**config.mk**
```make
export PLATFORM = sky130hd
export DESIGN_NAME = sdp_rdma_layer_ctrl_flat
export DESIGN_NICKNAME = d
export VERILOG_FILES = /design/src/rtl/sdp_rdma_layer_ctrl_if.sv /design/src/rtl/sdp_rdma_layer_ctrl.sv /design/src/flat_wrapper.sv
export SDC_FILE = /design/constraint.sdc
export NUM_CORES = 1
export LEC_CHECK = 0
export BUFFER_PORTS_ARGS = -buffer_cell sky130_fd_sc_hd__buf_2
export CAP_MARGIN = 20
export CORE_MARGIN = 1.5
export CORE_UTILIZATION = 30
export DETAILED_ROUTE_END_ITERATION = 10
export HOLD_SLACK_MARGIN = 0.06
export PLACE_DENSITY = 0.53
export SKIP_LAST_GASP = 1
export SYNTH_ARGS = -nofsm -noshare
export SYNTH_HDL_FRONTEND = slang
export SYNTH_SLANG_ARGS = --single-unit
```
**constraint.sdc**
```tcl
create_clock -name nvdla_core_clk -period 4.5 [get_ports nvdla_core_clk]
set_input_delay 0.9 -clock nvdla_core_clk [delete_from_list [all_inputs] [get_ports nvdla_core_clk]]
set_output_delay 0.9 -clock nvdla_core_clk [all_outputs]
set_load 0.02 [all_outputs]
```
**src/rtl/sdp_rdma_layer_ctrl_if.sv**
```systemverilog
// Read-request / credit interface between the SDP layer read-DMA controller
// and the memory interface fabric.
//
// Signals:
//   rd_req_valid  one-hot request valid, one bit per memory interface
//   rd_req_ready  per-interface ready
//   rd_req_pd     request payload {size, addr}, shared by all interfaces
//   rd_cdt_pop    one atom popped from the latency FIFO by the egress
//
// Modports:
//   master  the DMA controller (drives valid/pd, observes ready/pop)
//   slave   the memory side (drives ready/pop, observes valid/pd)
interface sdp_rdma_layer_ctrl_if #(
    parameter int unsigned AW     = 64,
    parameter int unsigned NUM_IF = 2,
    parameter int unsigned SZ_W   = 15
) ();
    logic [NUM_IF-1:0]    rd_req_valid;
    logic [NUM_IF-1:0]    rd_req_ready;
    logic [AW+SZ_W-1:0]   rd_req_pd;
    logic                 rd_cdt_pop;

    modport master (
        output rd_req_valid,
        output rd_req_pd,
        input  rd_req_ready,
        input  rd_cdt_pop
    );

    modport slave (
        input  rd_req_valid,
        input  rd_req_pd,
        output rd_req_ready,
        output rd_cdt_pop
    );
endinterface

```
**src/rtl/sdp_rdma_layer_ctrl.sv**
```systemverilog
// Layer-level read-DMA controller for the SDP element-wise read path.
// Walks a surface/line address pattern, issues one request per line to the
// memory interface chosen by ram_type, gates issue with a latency-FIFO credit
// counter, counts returned atoms and pulses done when the layer has drained.
//
// Optional feature: define NVDLA_SDP_RDMA_ERR_EN to add dp2reg_rdma_err, a
// sticky flag for stray credit pops (pop while idle, or more atoms returned
// than requested). It clears on op_load or reset.
//
// Ports:
//   nvdla_core_clk / nvdla_core_rst   clock, synchronous active-high reset
//   reg2dp_*                          layer configuration (static per layer)
//   rd_if (master)                    request valid/ready/pd and credit pop
//   dp2reg_done                       one-cycle layer done pulse
//   dp2reg_rdma_stall                 saturating stall cycle counter
//   dp2reg_rdma_err                   sticky error flag (optional)
module sdp_rdma_layer_ctrl #(
    parameter int unsigned AW        = 64,
    parameter int unsigned NUM_IF    = 2,
    parameter int unsigned LAT_DEPTH = 256,
    parameter int unsigned SZ_W      = 15,
    parameter int unsigned DIM_W     = 13,
    parameter int unsigned STALL_W   = 32
) (
    input  logic                                         nvdla_core_clk,
    input  logic                                         nvdla_core_rst,
    input  logic                                         reg2dp_op_en,
    input  logic [((NUM_IF > 1) ? $clog2(NUM_IF) : 1)-1:0] reg2dp_ram_type,
    input  logic [AW-1:0]                                reg2dp_base_addr,
    input  logic [AW-1:0]                                reg2dp_line_stride,
    input  logic [AW-1:0]                                reg2dp_surface_stride,
    input  logic [SZ_W-1:0]                              reg2dp_line_size,
    input  logic [DIM_W-1:0]                             reg2dp_height,
    input  logic [DIM_W-1:0]                             reg2dp_surf_num,
    input  logic                                         reg2dp_perf_dma_en,
    sdp_rdma_layer_ctrl_if.master                        rd_if,
    output logic                                         dp2reg_done,
`ifdef NVDLA_SDP_RDMA_ERR_EN
    output logic                                         dp2reg_rdma_err,
`endif
    output logic [STALL_W-1:0]                           dp2reg_rdma_stall
);

    localparam int unsigned SELW = (NUM_IF > 1) ? $clog2(NUM_IF) : 1;
    localparam int unsigned CW   = $clog2(LAT_DEPTH + 1);
    // Wide enough for both the credit count and size+1, plus a carry bit.
    localparam int unsigned XW   = ((CW > SZ_W + 1) ? CW : SZ_W + 1) + 1;
    // Total atoms of a layer: (size+1) * (height+1) * (surf_num+1).
    localparam int unsigned EW   = SZ_W + 2 * DIM_W + 1;

    typedef enum logic [1:0] {
        StIdle,
        StReq,
        StDrain,
        StDone
    } state_e;

    state_e              r_state;
    state_e              w_state_nxt;
    logic [SELW-1:0]     r_sel;
    logic [SZ_W-1:0]     r_size;
    logic [AW-1:0]       r_line_addr;
    logic [AW-1:0]       r_surf_addr;
    logic [DIM_W-1:0]    r_line_idx;
    logic [DIM_W-1:0]    r_surf_idx;
    logic [CW-1:0]       r_credits;
    logic [EW-1:0]       r_expected;
    logic [EW-1:0]       r_returned;
    logic [STALL_W-1:0]  r_stall;

    logic                w_op_load;
    logic [XW-1:0]       w_atoms;
    logic                w_has_cdt;
    logic [NUM_IF-1:0]   w_valid;
    logic                w_ready_sel;
    logic                w_accept;
    logic                w_last_line;
    logic                w_last_surf;
    logic                w_busy;
    logic                w_pop_cnt;
    logic [EW-1:0]       w_ret_nxt;
    logic [XW-1:0]       w_cdt_sum;
    logic [CW-1:0]       w_cdt_nxt;

    assign w_op_load   = reg2dp_op_en && (r_state == StIdle);
    assign w_atoms     = XW'(r_size) + XW'(1);
    assign w_has_cdt   = XW'(r_credits) >= w_atoms;
    assign w_accept    = |(w_valid & rd_if.rd_req_ready);
    assign w_last_line = (r_line_idx == reg2dp_height);
    assign w_last_surf = (r_surf_idx == reg2dp_surf_num);
    assign w_busy      = (r_state == StReq) || (r_state == StDrain);
    // Pops beyond the requested atom count are not counted.
    assign w_pop_cnt   = rd_if.rd_cdt_pop && w_busy && (r_returned < r_expected);
    assign w_ret_nxt   = r_returned + EW'(w_pop_cnt);

    // Valid is raised only on the selected interface, and only with credit.
    always_comb begin
        w_valid     = '0;
        w_ready_sel = 1'b0;
        for (int i = 0; i < NUM_IF; i++) begin
            if (r_sel == SELW'(i)) begin
                w_ready_sel = rd_if.rd_req_ready[i];
                w_valid[i]  = (r_state == StReq) && w_has_cdt;
            end
        end
    end

    // Credit update; accept only happens with credits >= size+1, so the
    // subtraction cannot wrap. Pops at full depth are dropped by the clamp.
    always_comb begin
        w_cdt_sum = XW'(r_credits);
        if (w_accept) begin
            w_cdt_sum = w_cdt_sum - w_atoms;
        end
        if (rd_if.rd_cdt_pop) begin
            w_cdt_sum = w_cdt_sum + XW'(1);
        end
        if (w_cdt_sum > XW'(LAT_DEPTH)) begin
            w_cdt_nxt = CW'(LAT_DEPTH);
        end else begin
            w_cdt_nxt = CW'(w_cdt_sum);
        end
    end

    always_comb begin
        w_state_nxt = r_state;
        unique case (r_state)
            StIdle: begin
                if (w_op_load) begin
                    w_state_nxt = StReq;
                end
            end
            StReq: begin
                if (w_accept && w_last_line && w_last_surf) begin
                    w_state_nxt = StDrain;
                end
            end
            StDrain: begin
                // Includes the cycle in which the final atom is popped.
                if (w_ret_nxt == r_expected) begin
                    w_state_nxt = StDone;
                end
            end
            StDone: begin
                w_state_nxt = StIdle;
            end
            default: begin
                w_state_nxt = StIdle;
            end
        endcase
    end

    always_ff @(posedge nvdla_core_clk) begin
        if (nvdla_core_rst) begin
            r_state     <= StIdle;
            r_sel       <= '0;
            r_size      <= '0;
            r_line_addr <= '0;
            r_surf_addr <= '0;
            r_line_idx  <= '0;
            r_surf_idx  <= '0;
            r_credits   <= CW'(LAT_DEPTH);
            r_expected  <= '0;
            r_returned  <= '0;
            r_stall     <= '0;
        end else begin
            r_state   <= w_state_nxt;
            r_credits <= w_cdt_nxt;
            if (w_op_load) begin
                r_sel       <= reg2dp_ram_type;
                r_size      <= reg2dp_line_size;
                r_line_addr <= reg2dp_base_addr;
                r_surf_addr <= reg2dp_base_addr;
                r_line_idx  <= '0;
                r_surf_idx  <= '0;
                r_expected  <= '0;
                r_returned  <= '0;
                r_stall     <= '0;
            end else begin
                if (w_accept) begin
                    r_expected <= r_expected + EW'(r_size) + EW'(1);
                    if (w_last_line) begin
                        r_surf_addr <= r_surf_addr + reg2dp_surface_stride;
                        r_line_addr <= r_surf_addr + reg2dp_surface_stride;
                        r_line_idx  <= '0;
                        r_surf_idx  <= r_surf_idx + DIM_W'(1);
                    end else begin
                        r_line_addr <= r_line_addr + reg2dp_line_stride;
                        r_line_idx  <= r_line_idx + DIM_W'(1);
                    end
                end
                r_returned <= w_ret_nxt;
                // Stall = request ready to go but the interface refuses it.
                if (reg2dp_perf_dma_en && (r_state == StReq) && !w_ready_sel &&
                    w_has_cdt && !(&r_stall)) begin
                    r_stall <= r_stall + STALL_W'(1);
                end
            end
        end
    end

`ifdef NVDLA_SDP_RDMA_ERR_EN
    logic r_err;

    always_ff @(posedge nvdla_core_clk) begin
        if (nvdla_core_rst) begin
            r_err <= 1'b0;
        end else if (w_op_load) begin
            r_err <= 1'b0;
        end else if (rd_if.rd_cdt_pop && !w_pop_cnt) begin
            r_err <= 1'b1;
        end
    end

    assign dp2reg_rdma_err = r_err;
`endif

    assign rd_if.rd_req_valid = w_valid;
    assign rd_if.rd_req_pd    = {r_size, r_line_addr};
    assign dp2reg_done        = (r_state == StDone);
    assign dp2reg_rdma_stall  = r_stall;

endmodule
```
**src/flat_wrapper.sv**
```systemverilog
// flat-port wrapper written by rule: the top's interface ports become plain ports
module sdp_rdma_layer_ctrl_flat 
#(
    parameter int unsigned AW        = 64,
    parameter int unsigned NUM_IF    = 2,
    parameter int unsigned LAT_DEPTH = 256,
    parameter int unsigned SZ_W      = 15,
    parameter int unsigned DIM_W     = 13,
    parameter int unsigned STALL_W   = 32
)
  (nvdla_core_clk, nvdla_core_rst, reg2dp_op_en, reg2dp_ram_type, reg2dp_base_addr, reg2dp_line_stride, reg2dp_surface_stride, reg2dp_line_size, reg2dp_height, reg2dp_surf_num, reg2dp_perf_dma_en, dp2reg_done, dp2reg_rdma_stall, rd_if_rd_req_valid, rd_if_rd_req_pd, rd_if_rd_req_ready, rd_if_rd_cdt_pop);
  sdp_rdma_layer_ctrl_if #(.AW(AW), .NUM_IF(NUM_IF), .SZ_W(SZ_W)) rd_if_i ();
  input  logic nvdla_core_clk;
  input  logic nvdla_core_rst;
  input  logic reg2dp_op_en;
  input  logic [((NUM_IF > 1) ? $clog2(NUM_IF) : 1)-1:0] reg2dp_ram_type;
  input  logic [AW-1:0] reg2dp_base_addr;
  input  logic [AW-1:0] reg2dp_line_stride;
  input  logic [AW-1:0] reg2dp_surface_stride;
  input  logic [SZ_W-1:0] reg2dp_line_size;
  input  logic [DIM_W-1:0] reg2dp_height;
  input  logic [DIM_W-1:0] reg2dp_surf_num;
  input  logic reg2dp_perf_dma_en;
  output logic dp2reg_done;
  output logic [STALL_W-1:0] dp2reg_rdma_stall;
  output wire logic [$bits(rd_if_i.rd_req_valid)-1:0] rd_if_rd_req_valid;
  output wire logic [$bits(rd_if_i.rd_req_pd)-1:0] rd_if_rd_req_pd;
  input wire logic [$bits(rd_if_i.rd_req_ready)-1:0] rd_if_rd_req_ready;
  input wire logic [$bits(rd_if_i.rd_cdt_pop)-1:0] rd_if_rd_cdt_pop;
  assign rd_if_rd_req_valid = rd_if_i.rd_req_valid;
  assign rd_if_rd_req_pd = rd_if_i.rd_req_pd;
  assign rd_if_i.rd_req_ready = rd_if_rd_req_ready;
  assign rd_if_i.rd_cdt_pop = rd_if_rd_cdt_pop;
  sdp_rdma_layer_ctrl #(.AW(AW), .NUM_IF(NUM_IF), .LAT_DEPTH(LAT_DEPTH), .SZ_W(SZ_W), .DIM_W(DIM_W), .STALL_W(STALL_W)) u_core (.nvdla_core_clk(nvdla_core_clk), .nvdla_core_rst(nvdla_core_rst), .reg2dp_op_en(reg2dp_op_en), .reg2dp_ram_type(reg2dp_ram_type), .reg2dp_base_addr(reg2dp_base_addr), .reg2dp_line_stride(reg2dp_line_stride), .reg2dp_surface_stride(reg2dp_surface_stride), .reg2dp_line_size(reg2dp_line_size), .reg2dp_height(reg2dp_height), .reg2dp_surf_num(reg2dp_surf_num), .reg2dp_perf_dma_en(reg2dp_perf_dma_en), .rd_if(rd_if_i), .dp2reg_done(dp2reg_done), .dp2reg_rdma_stall(dp2reg_rdma_stall));
endmodule
```
==> impl_metrics.toml <==
[run_status]
status = "finished with violations"
violations = "negative setup slack"

[timing]
skew_ns = 0.0299
rsz0062_at_grt = "true"
slew_violations = 0
maxSlewHeadroom_pct = 41.0
hold_viol = 0
max_freq_mhz = 206
hold_ws_ns = 0.471
fin_crit_sh_pct = 108
fin_ws_ns = -0.362
worst_slew_pin_slew_ns = 0.884
period_needed_ns = 4.86
finalSetupViolations = 2

[critical_path]
crit_family = "simple AND/OR/NAND/NOR gates"
r2r_cells = 28
cp-start-kind = "flop"
cpMaxStageDelayCell = "or4_4"
worstPathRequired_ns = 4.97
rr_startpoint = "u_core.r_expected[27]"
crit_path_end_kind = "flop"
worst-path-stages = 28
rrSetupSlack_ns = -0.36
startpoint = "u_core.r_expected[27]"
arrival_ns = 5.33
r2r_end = "u_core.r_state[0]"
cpPeakStageDelay_ns = 0.53
worstPathMaxFanout = 2
setup.worst_path.class = "flop to flop"
critPathBufInv = 5

[synth]
synth_top_area_share_pct = 25.2
syn-cell-area_sq_um = 23600
ys_warn_count = 0
syn-instance-count = 3129
ys_ff_latch = 297
postSynthAreaPerCell_sq_um = 7.53
synth_area_leaders = "dfxtp_1 25%, ha_1 11%, xnor2_1 6.9%"
synth.distinct_cells = 86
synth_edf_count = 0
synthArstFlopShare_pct = 0
seq_area_frac_synth_pct = 25.2
synth_top_cell_by_area = "dfxtp_1"
synth_ff_type = "dfxtp_1"
synth_nets = 3576

[clocking]
root_buffer = "clkbuf_16"
cts_made_buffers = 37
clk_pin_slew_ns = 0.06
cts.sinks = 297
clock_latency_ns = 0.57
htreeDepth = 2
ctsLongestPathBuffers = 3
cts_tree = "yes"
cts_hold_buf = 0

[die]
io_pins = 355
core-area_sq_um = 77600
fp.dieW_um = 283
fp.dieArea_sq_um = 80300
start_util_pct = 30.4
rows = 102
die_height_um = 283

[global_routing]
grt_pass1_vias = 23600
grt_use_total_pct = 20.7
grt_max_degree = 73
grt_pass1_wl_um = 134000
gr-total-overflow = 0
grt_antenna_before_repair = 13

[hold_path]
min_from = "u_core.r_surf_addr[49]"
whs_endpoint = "u_core.r_surf_addr[49]"
hold_class = "flop to flop"
hold_depth = 2

[power]
peakVddDrop_mv = 0.270
power.density_nw_per_um2 = 439
p_leak_uw = 0.0129

[finish]
fillers = 8327
seqCellArea_sq_um = 5960
multiInputGateArea_sq_um = 17000
area.growth.synth_to_final_pct = 25.0
layout.nets = 4060
drive_gt1_share_pct = 20.0

[drt]
met1_length_um = 39400
detail-route-antenna-nets = 0
dr_wl_met2_um = 40300
met3WireLength_um = 4450
num_vias = 24400
wl_um = 86500
drc = 0
drt_first_pass_iters = 5
viasPerCell = 5.19
drt-initial-drc-count = 1546
wl_per_cell_um = 18.4
top_layer_used = "met5"

[placed_design]
gp_congestion = 0.912
portBuffers = 354
place_ws_ns = -0.896
place_hpwl_um = 68600

[job]
max_cap_violations = 0
-- power breakdown --
part           switching (uW)  leakage, uW  internal, uW  total, uW
sequential                367      0.00242          3010       3380
clock                    1250     0.000604          1850       3100
combinational            3980      0.00986          2480       6460
total                    5590       0.0129          7340      12900
-- cell usage in the layout, fill, tap and decap left out, types with 93 or more instances in the layout --
cell     synthesis  final
a21o_1          93     93
a21oi_1        299    292
buf_2            5    353
buf_4            0    237
dfxtp_1        297    288
ha_1           202    198
inv_1          101     97
nand2_1        360    358
nand3_1        115    113
nor2_1         319    318
o21ai_0        141    133
xnor2_1        187    186
xor2_1         134    133
-- cells by family after synthesis --
logic type	Yosys count	share of synthesized area [%]
AO/OA/AOI/OAI	871	23.4
XOR/XNOR	322	12.0
adder cells (fa/ha/maj)	206	11.1
buffers and inverters	249	3.99
flip-flops	297	25.2
multiplexers	26	1.11
AND/OR/NAND/NOR	1158	23.1
-- registers in the layout, indices dropped and copies added (netlist names) --
| name | count |
|---|---|
| u_core.r_sel | 1 |
| u_core.r_surf_idx | 13 |
| u_core.r_returned | 42 |
| u_core.r_line_addr | 64 |
| u_core.r_size | 15 |
| u_core.r_state | 2 |
| u_core.r_expected | 42 |
| u_core.r_credits | 9 |
| u_core.dp2reg_rdma_stall | 32 |
| u_core.r_line_idx | 13 |
| u_core.r_surf_addr | 64 |
-- worst register-to-register path: cells and delay by family, from the launching register on --
family / cells / cell delay, ns
AND/OR/NAND/NOR: 12 / 2.31
adder cells (fa/ha/maj): 3 / 0.46
flip-flops: 1 / 0.32
buffers and inverters: 5 / 0.54
AO/OA/AOI/OAI: 8 / 1.17
-- final cells by class --
cell class	instances	area share (%)
antenna	12	0.102
timing repair buffer	593	12.2
clock inverter	11	0.463
inverter	101	1.29
clock buffer	53	3.70
multi-input combinational	2583	57.6
tap	1040	4.42
sequential	297	20.2
-- metrics by stage --
| stage | utilization (%) | total power [uW] | TNS [ns] | area [sq um] | std cells |
|---|---|---|---|---|---|
| final | 38.0 | 12900 | -0.713 | 29500 | 4690 |
| after CTS | 37.8 | 13000 | -0.740 | 29300 | 4675 |
| after global placement | 36.1 | 9790 | -1.58 | 28000 | 4608 |
| after floorplan | - | 7780 | 0 | 23600 | 3129 |
| after global routing | 37.9 | 13800 | -1.31 | 29400 | 4685 |
| after detailed placement | 36.1 | 9770 | -1.71 | 28000 | 4608 |
-- worst max path at each step --
stage	to	slack, ns
after floorplan	u_core.r_state[1]	0.03
after detailed placement	u_core.r_state[1]	-0.90
after CTS	u_core.r_state[1]	-0.39
final	u_core.r_state[0]	-0.36
after global placement	u_core.r_state[1]	-0.84
after global routing	u_core.r_state[0]	-0.66
-- Yosys cell counts (11+ instances only) --
cell / n
ha_1: 202
a21oi_1: 299
clkbuf_1: 135
and3_1: 42
o31ai_1: 19
nor2b_1: 32
o211ai_1: 61
and2_1: 20
inv_1: 101
a221oi_1: 11
nand4_1: 71
nor3_1: 66
nand2b_1: 25
or4_1: 13
and4_1: 15
o21ai_0: 141
nor2_1: 319
xor2_1: 134
a311oi_1: 15
a211oi_1: 30
a21o_1: 93
xnor2_1: 187
dfxtp_1: 297
nor4_1: 24
mux2i_1: 24
or3_1: 27
a31oi_1: 35
o21a_1: 28
o21ai_1: 17
o21bai_1: 27
nand3_1: 115
nand2_1: 360
-- layer usage --
layer / GRT usage [%] / up-vias
met4: 6.30 / 4
met1: 27.3 / 11400
met2: 35.0 / 605
met3: 2.87 / 117
met5: 0 / -
li1: - / 12200
-- repair_timing --
item,4_1_cts,5_1_grt
resized for setup,30,20
setup endpoints to repair,2,2
pin swaps,24,18
setup buffers,3,3
No activity file was read; power rests on OpenSTA's default activity.
